===== src/rtl/alu_ctl_pkg.sv =====
// Shared encodings for the EX-stage ALU control and the multiply/divide sequencer.
// Funct codes, ALU operation codes, result-mux selects and sequencer states.
package alu_ctl_pkg;

  localparam logic [1:0] AOP_ADD   = 2'b00;
  localparam logic [1:0] AOP_SUB   = 2'b01;
  localparam logic [1:0] AOP_RTYPE = 2'b10;

  localparam logic [5:0] F_sll  = 6'd0;
  localparam logic [5:0] F_mfhi = 6'd16;
  localparam logic [5:0] F_mflo = 6'd18;
  localparam logic [5:0] F_mult = 6'd25;
  localparam logic [5:0] F_div  = 6'd27;
  localparam logic [5:0] F_add  = 6'd32;
  localparam logic [5:0] F_sub  = 6'd34;
  localparam logic [5:0] F_and  = 6'd36;
  localparam logic [5:0] F_or   = 6'd37;
  localparam logic [5:0] F_slt  = 6'd42;

  localparam logic [2:0] ALU_and  = 3'b000;
  localparam logic [2:0] ALU_or   = 3'b001;
  localparam logic [2:0] ALU_add  = 3'b010;
  localparam logic [2:0] ALU_sll  = 3'b011;
  localparam logic [2:0] DIV_mfhi = 3'b100;
  localparam logic [2:0] DIV_mflo = 3'b101;
  localparam logic [2:0] ALU_sub  = 3'b110;
  localparam logic [2:0] ALU_slt  = 3'b111;

  localparam logic [1:0] RES_ALU = 2'b00;
  localparam logic [1:0] RES_HI  = 2'b01;
  localparam logic [1:0] RES_LO  = 2'b10;
  localparam logic [1:0] RES_SHF = 2'b11;

  typedef enum logic [1:0] {
    IDLE    = 2'd0,
    DIV_RUN = 2'd1,
    MUL_RUN = 2'd2
  } md_state_t;

endpackage


===== src/rtl/md_seq.sv =====
// Multiply/divide sequencer: accepts div/mult, counts the unit latency,
// raises hilo_we on the last busy cycle and stalls HI/LO hazards.
module md_seq
  import alu_ctl_pkg::*;
#(
  parameter int DIV_LATENCY = 32,
  parameter int MUL_LATENCY = 4,
  parameter int CNT_W       = 6
) (
  input  logic clk,
  input  logic rst_n,
  input  logic valid_in,
  input  logic is_div,
  input  logic is_mult,
  input  logic is_hilo_rd,
  output logic div_start,
  output logic mul_start,
  output logic md_busy,
  output logic hilo_we,
  output logic stall
);

  md_state_t        state_reg, state_next;
  logic [CNT_W-1:0] cnt_reg, cnt_next;
  logic             md_done;
  logic             is_md;
  logic             accept;

  always_comb begin
    is_md   = is_div | is_mult;
    md_busy = (state_reg != IDLE);
    md_done = md_busy && (cnt_reg == '0);
    // Reset dominates: no pulse may escape in a cycle whose edge clears state.
    accept    = rst_n & valid_in & is_md & (!md_busy | md_done);
    div_start = accept & is_div;
    mul_start = accept & is_mult;
    hilo_we   = rst_n & md_done;
    // HI/LO readers wait through the done cycle; new ops may overlap it.
    stall = rst_n & valid_in &
            ((is_hilo_rd & md_busy) | (is_md & md_busy & !md_done));

    state_next = state_reg;
    cnt_next   = cnt_reg;
    if (accept) begin
      state_next = is_div ? DIV_RUN : MUL_RUN;
      cnt_next   = is_div ? CNT_W'(DIV_LATENCY - 1) : CNT_W'(MUL_LATENCY - 1);
    end else if (md_done) begin
      state_next = IDLE;
      cnt_next   = '0;
    end else if (md_busy) begin
      cnt_next = cnt_reg - CNT_W'(1);
    end
  end

  always_ff @(posedge clk) begin
    if (!rst_n) begin
      state_reg <= IDLE;
      cnt_reg   <= '0;
    end else begin
      state_reg <= state_next;
      cnt_reg   <= cnt_next;
    end
  end

endmodule


===== src/rtl/alu_ctl_mc.sv =====
// EX-stage ALU control: combinational ALUOp/Funct decode plus the
// multi-cycle multiply/divide sequencer.
module alu_ctl_mc
  import alu_ctl_pkg::*;
#(
  parameter int DIV_LATENCY = 32,
  parameter int MUL_LATENCY = 4,
  parameter int CNT_W       = 6
) (
  input  logic       clk,
  input  logic       rst_n,
  input  logic       valid_in,
  input  logic [1:0] ALUOp,
  input  logic [5:0] Funct,
  input  logic [4:0] shamt,
  output logic [2:0] alu_op,
  output logic [1:0] res_sel,
  output logic       div_start,
  output logic       mul_start,
  output logic       md_busy,
  output logic       hilo_we,
  output logic       stall,
  output logic       illegal
);

  logic dec_illegal;
  logic is_div, is_mult, is_hilo_rd;

  always_comb begin
    alu_op      = ALU_add;
    res_sel     = RES_ALU;
    dec_illegal = 1'b0;
    is_div      = 1'b0;
    is_mult     = 1'b0;
    is_hilo_rd  = 1'b0;
    case (ALUOp)
      AOP_ADD: alu_op = ALU_add;
      AOP_SUB: alu_op = ALU_sub;
      AOP_RTYPE: begin
        case (Funct)
          F_add: alu_op = ALU_add;
          F_sub: alu_op = ALU_sub;
          F_and: alu_op = ALU_and;
          F_or:  alu_op = ALU_or;
          F_slt: alu_op = ALU_slt;
          F_sll: begin
            // A zero-distance shift is the canonical nop; route it through the adder.
            if (shamt != 5'd0) begin
              alu_op  = ALU_sll;
              res_sel = RES_SHF;
            end
          end
          F_mfhi: begin
            alu_op     = DIV_mfhi;
            res_sel    = RES_HI;
            is_hilo_rd = 1'b1;
          end
          F_mflo: begin
            alu_op     = DIV_mflo;
            res_sel    = RES_LO;
            is_hilo_rd = 1'b1;
          end
          F_div:   is_div  = 1'b1;
          F_mult:  is_mult = 1'b1;
          default: dec_illegal = 1'b1;
        endcase
      end
      default: dec_illegal = 1'b1;
    endcase
  end

  assign illegal = valid_in & dec_illegal;

  md_seq #(
    .DIV_LATENCY(DIV_LATENCY),
    .MUL_LATENCY(MUL_LATENCY),
    .CNT_W      (CNT_W)
  ) u_md_seq (
    .clk       (clk),
    .rst_n     (rst_n),
    .valid_in  (valid_in),
    .is_div    (is_div),
    .is_mult   (is_mult),
    .is_hilo_rd(is_hilo_rd),
    .div_start (div_start),
    .mul_start (mul_start),
    .md_busy   (md_busy),
    .hilo_we   (hilo_we),
    .stall     (stall)
  );

endmodule


===== config.mk =====
export PLATFORM = sky130hd
export DESIGN_NAME = alu_ctl_mc
export DESIGN_NICKNAME = d
export VERILOG_FILES = /design/src/rtl/alu_ctl_pkg.sv /design/src/rtl/md_seq.sv /design/src/rtl/alu_ctl_mc.sv
export SDC_FILE = /design/constraint.sdc
export NUM_CORES = 1
export LEC_CHECK = 0
export BUFFER_PORTS_ARGS = -buffer_cell sky130_fd_sc_hd__buf_2
export CAP_MARGIN = 20
export CORE_MARGIN = 8
export CORE_UTILIZATION = 54
export CTS_BUF_LIST = sky130_fd_sc_hd__clkbuf_8
export DETAILED_ROUTE_END_ITERATION = 6
export GPL_ROUTABILITY_DRIVEN = 0
export PLACE_DENSITY = 0.83
export SLEW_MARGIN = 20
export SYNTH_ARGS = -nofsm -noshare
export SYNTH_HDL_FRONTEND = slang
export SYNTH_HIERARCHICAL = 1
export SYNTH_SLANG_ARGS = --single-unit
export TNS_END_PERCENT = 1

===== constraint.sdc =====
create_clock -name clk -period 4.76 [get_ports clk]
set_input_delay 0 -clock clk [delete_from_list [all_inputs] [get_ports clk]]
set_output_delay 0 -clock clk [all_outputs]
set_load 0.005 [all_outputs]

### Word-level counts from Yosys, hierarchy flattened

Index checks and enable logic that the tools add are counted.

* input bits: 16
* bits in writable memories: 0
* bits in latches: 0
* memories: 0
* bits in registers: 8
* ROM bits: 0
* word-level logic and storage cells: 62

* $add $sub $neg: 1
* muxes and demuxes: 21
* bitwise logic cells: 14
* reductions and logical operators: 13
* divide/modulo/power cells: 0
* equality and inequality tests: 11
* multipliers: 0
* magnitude comparators: 0
* shift operators: 0

Operator list (number)
* 6-bit == test (second input constant): 5
* 6-bit by 5-bit == test with 1-bit output (second input constant): 4
* 3-bit one-hot mux with 7 select lines: 1
* 6-bit 2-to-1 mux: 3
* 6-bit logical NOT: 2
* 1-bit bitwise AND: 11
* 2-bit 2-to-1 mux: 5
* 10-bit OR reduction: 1
* 1-bit 2-to-1 mux: 8
* 2-bit one-hot mux with 3 select lines: 1
* 3-bit one-hot mux with 2 select lines: 1
* 6-bit by 1-bit subtractor with 6-bit output (second input constant): 1
* 5-bit 2-to-1 mux: 1
* 5-bit nonzero test: 1
* 2-bit nonzero test: 2
* 2-bit OR reduction: 2
* 1-bit OR: 3
* 3-bit nonzero test: 1
* 2-bit by 1-bit == test with 1-bit output (second input constant): 1
* 2-bit == test (second input constant): 1
* 1-bit logical NOT: 2
* 2-bit logical NOT: 1
* 1-bit one-hot mux with 2 select lines: 1
* 1-bit logical AND: 1

### Logic depth before layout (Yosys ltp)

* depth after elaboration: 8
* gate-level depth with buffers: 8
* gate-level depth less buffers: 8

### Cells and area by module

The synthesis kept the hierarchy.

Modules (own cells, without submodules)
* md_seq: cells each 69, times used 1, area each 554.3 um^2
* alu_ctl_mc: cells each 51, times used 1, area each 344.1 um^2

### Worst setup path after synthesis

OpenSTA, ideal clock, no wires.

* kind: in2reg
* from: input Funct[3]
* to: register u_md_seq.cnt_reg[4]
* stages on the path: 7
* data arrival time: 1.455 ns
* path slack: 3.191 ns
* cell sequence: clkbuf_1 > nand2_1 > nor4_1 > or2_2 > nor2b_1 > nor3_1 > a2111oi_0

* longest elaborated chain between the ends: 7
* elaborated cells on any way between the ends: 12

RTL lines
* from (decl): line alu_ctl_mc.sv:14 `input logic [5:0] Funct,`
* 6-bit by 5-bit == test with 1-bit output (*): line alu_ctl_mc.sv:40 `case (Funct)`
* 1-bit 2-to-1 mux (*): line alu_ctl_mc.sv:40
* 1-bit 2-to-1 mux (*): line alu_ctl_mc.sv:36 `case (ALUOp)`
* named net is_div: line alu_ctl_mc.sv:27 `logic is_div, is_mult, is_hilo_rd;`
* 1-bit OR: line md_seq.sv:30 `is_md = is_div | is_mult;`
* 1-bit bitwise AND (2 in series): line md_seq.sv:34 `accept = rst_n & valid_in & is_md & (!md_busy | md_done);`
* 3-bit nonzero test (no source line) or 6-bit 2-to-1 mux (tied branches)
* to (signal assigned): line md_seq.sv:61 `cnt_reg <= cnt_next;`
* to (decl): line md_seq.sv:24 `logic [CNT_W-1:0] cnt_reg, cnt_next;`

Mark *: on every way through the listed nets, which the timed path passes. The rest lies on a longest branch.
A chain may end at the register's enable or synchronous reset.

### Worst setup path after layout

* from: input ALUOp[0]
* to: register u_md_seq.cnt_reg[4]

* longest elaborated chain between the ends: 6
* elaborated cells on any way between the ends: 9

RTL lines
* from (decl): line alu_ctl_mc.sv:13 `input logic [1:0] ALUOp,`
* 2-bit == test (*): line alu_ctl_mc.sv:36
* 1-bit 2-to-1 mux (*): line alu_ctl_mc.sv:36
* named net is_div: line alu_ctl_mc.sv:27
* 1-bit OR: line md_seq.sv:30
* 1-bit bitwise AND (2 in series): line md_seq.sv:34
* 3-bit nonzero test (no source line) or 6-bit 2-to-1 mux (tied branches)

Marked as above.

==> results.sh <==
export IMPL_cts_root_buf="clkbuf_8"
export IMPL_period_share_pct=38.6
export IMPL_swShare_pct=26.4
export IMPL_ys_types=48
export IMPL_pwr_share_seq_pct=36.2
export IMPL_track_usage_pct=15.0
export IMPL_ys_async_sr_fraction_pct=0
export IMPL_final_setup_tns_ns=0
export IMPL_cp_required_ns=4.86
export IMPL_num_nets_final=169
export IMPL_crit_chain="buf_2 > inv_1 > ha_1 > nand2_1 > nor4_1 > or2_2 > nor2b_1 > nor3_1 > a2111oi_0"
export IMPL_via_per_inst=6.58
export IMPL_post_cts_buffers=0
export IMPL_path_max_fanout=7
export IMPL_slowest_stage="nor4_1"
export IMPL_r2r_slack_ns=3.04
export IMPL_worstSetupPathDepth=9
export IMPL_synth_simple_gate_area_share_pct=36.9
export IMPL_clock_path_buffers=2
export IMPL_maxSlewViolCount=0
export IMPL_setup_viol=0
export IMPL_cp_start_kind="primary input"
export IMPL_tritoncts="built"
export IMPL_finalCriticalPeriod_ns=1.84
export IMPL_area_delta_synth_final_pct=19.8
export IMPL_maxCapViolCount=0
export IMPL_die_area_mm2=0.00322
export IMPL_synth_nets=141
export IMPL_wl_per_cell_um=15.8
export IMPL_max_vdd_ir_drop_mv=0.206
export IMPL_rr_endpoint="u_md_seq/cnt_reg[3]$_SDFFE_PN0P_"
export IMPL_crit_path_end="u_md_seq/cnt_reg[4]$_SDFFE_PN0P_"
export IMPL_vias=1066
export IMPL_diodes=0
export IMPL_hold_class="primary input to flop"
export IMPL_worstMarginPinSlew_ns=0.711
export IMPL_drt_iter0_markers=80
export IMPL_yosysTopAreaCell="dfxtp_1"
export IMPL_synth_compound_area_share_pct=31.8
export IMPL_power_density_mw_per_mm2=174
export IMPL_first_pass_iters=4
export IMPL_criticalPathCategory="primary input to flop"
export IMPL_largest_register_ffs=6
export IMPL_yosysMostFrequentCell="nor2_1"
export IMPL_start_util_pct=58.3
export IMPL_syn_inst=120
export IMPL_synth_edff_count=0
export IMPL_outcome="finished, final reports clean"
export IMPL_io_pins=27
export IMPL_leakage_nw=0.460
export IMPL_crit_path_start="ALUOp[0]"
export IMPL_grt_max_degree=11
export IMPL_grt_first_pass_wirelength_mm=4.22
export IMPL_cts_resized=0
export IMPL_max_stage_delay_ns=0.55
export IMPL_p_int_mw=0.138
export IMPL_rsz0062_at_grt="false"
export IMPL_core_mm2=0.00154
export IMPL_fin_skew_ns=0.00157
export IMPL_ys_seq_area_share_pct=17.8
export IMPL_numCtsBuffers=3
export IMPL_critical_path_arrival_ns=1.94
export IMPL_r2r_start="u_md_seq/cnt_reg[0]$_SDFFE_PN0P_"
export IMPL_grt_pass1_vias=1021
export IMPL_p_sw_mw=0.0496
export IMPL_synth_top_family_by_area="simple AND/OR/NAND/NOR gates"
export IMPL_reg2reg_depth=6
export IMPL_port_buffers=26
export IMPL_yosys_warnings=6
export IMPL_synthAdderAreaFrac_pct=6.96
export IMPL_synth_xor_area_share_pct=0
export IMPL_clkLatencyLatePin_ns=0.23
export IMPL_gr_total_overflow=0
export IMPL_relSlewSlack_pct=52.2
export IMPL_final_util_pct=69.8
export IMPL_clock_power_share_pct=43.1
export IMPL_synth_top_area_share_pct=17.8
export IMPL_die_h_um=56.8
export IMPL_power_frac_comb_pct=20.8
export IMPL_synth_common_cells="nor2_1, nand2_1, dfxtp_1, nand3_1, inv_1"
export IMPL_synth_ff_type="dfxtp_1"
export IMPL_routed_wl_met3_um=242
export IMPL_synth_seq_cells=8
export IMPL_antenna_found_initial=0
export IMPL_cts_sinks=8
export IMPL_final_hold_violation_count=0
export IMPL_cts_clk_slew_worst_paths_ns=0.04
export IMPL_antenna_left=0
export IMPL_top_layer="met4"
export IMPL_synth_area_leaders="dfxtp_1, ha_1, nor2_1, nand3_1, nand2_1"
export IMPL_synthMuxAreaShare_pct=1.25
export IMPL_end_kind="flop"
export IMPL_met1_length_mm=1.13
export IMPL_fp_row_count=14
export IMPL_fmax_mhz=545
export IMPL_route_met2_wl_mm=1.17
export IMPL_htree_levels=1
export IMPL_postCtsHoldBufs=0
export IMPL_die_w_um=56.8
export IMPL_drive_gt1_share_pct=28.1
export IMPL_place_hpwl_mm=1.93
export IMPL_netlist_area_um2=898
export IMPL_syn_avg_cell_area_um2=7.49
export IMPL_drt_total_wl_mm=2.56
export IMPL_critPathBufInv=2
export IMPL_path_delay_family="simple AND/OR/NAND/NOR gates"
export IMPL_route_detailed_drc=0
[kinds of logic after synthesis]
| group | Yosys count |
|---|---|
| compound gates | 36 |
| mux | 1 |
| buf+inv | 12 |
| flops | 8 |
| fa+ha+maj | 5 |
| simple gates | 58 |
[final cells by class]
class	instances	area, µm²
Fill cell	132	465
Inverter	9	33.8
Sequential cell	8	160
Timing Repair Buffer	26	130
Tap cell	16	20.0
Multi-Input combinational cell	100	691
Clock buffer	3	41.3
[power groups by stage]
stage / Combinational (mW) / Clock [mW] / Sequential [mW]
floorplan: 0.0224 / 0 / 0.0688
global placement: 0.0371 / 0 / 0.0689
detailed placement: 0.0379 / 0 / 0.0689
CTS: 0.0383 / 0.0825 / 0.0678
global route: 0.0428 / 0.0848 / 0.0678
finish: 0.0389 / 0.0808 / 0.0678
[metal layers]
layer / up-vias / global-route usage [%]
li1: 513 / -
met1: 493 / 19.4
met2: 56 / 23.5
met3: 4 / 4.72
met4: 0 / 3.02
met5: - / 0
[worst min-delay path by stage]
stage / cells after the start / slack [ns] / end / from
6_report: 2 / 0.09 / u_md_seq/cnt_reg[0]$_SDFFE_PN0P_ / rst_n
5_1_grt: 2 / 0.09 / u_md_seq/cnt_reg[0]$_SDFFE_PN0P_ / rst_n
4_1_cts: 2 / 0.08 / u_md_seq/cnt_reg[0]$_SDFFE_PN0P_ / rst_n
3_5_place_dp: 2 / 0.32 / u_md_seq/cnt_reg[0]$_SDFFE_PN0P_ / rst_n
3_3_place_gp: 2 / 0.32 / u_md_seq/cnt_reg[0]$_SDFFE_PN0P_ / rst_n
2_1_floorplan: 2 / 0.11 / res_sel[1] / Funct[4]
[cell usage in the layout, fill, tap and decap left out, drive strengths merged, types with 5 or more instances in the layout]
cell type,Yosys,layout
inv,9,9
a21oi,6,6
nand3,8,8
nor2,13,13
nor3,6,6
ha,5,5
dfxtp,8,8
buf,1,26
o21ai,7,7
nand2,10,10
[through the flow]
stage          hold WS [ns]  area (µm²)  setup slack, ns  total power [mW]  instances
5_1_grt              0.0921        1080             2.79             0.195        162
4_1_cts              0.0783        1080             3.00             0.189        162
2_1_floorplan         0.109         898             3.19            0.0912        120
6_report             0.0896        1080             2.92             0.187        162
3_5_place_dp          0.316        1030             2.76             0.107        159
3_3_place_gp          0.319        1030             2.93             0.106        159
No activity file was read; power rests on OpenSTA's default activity.
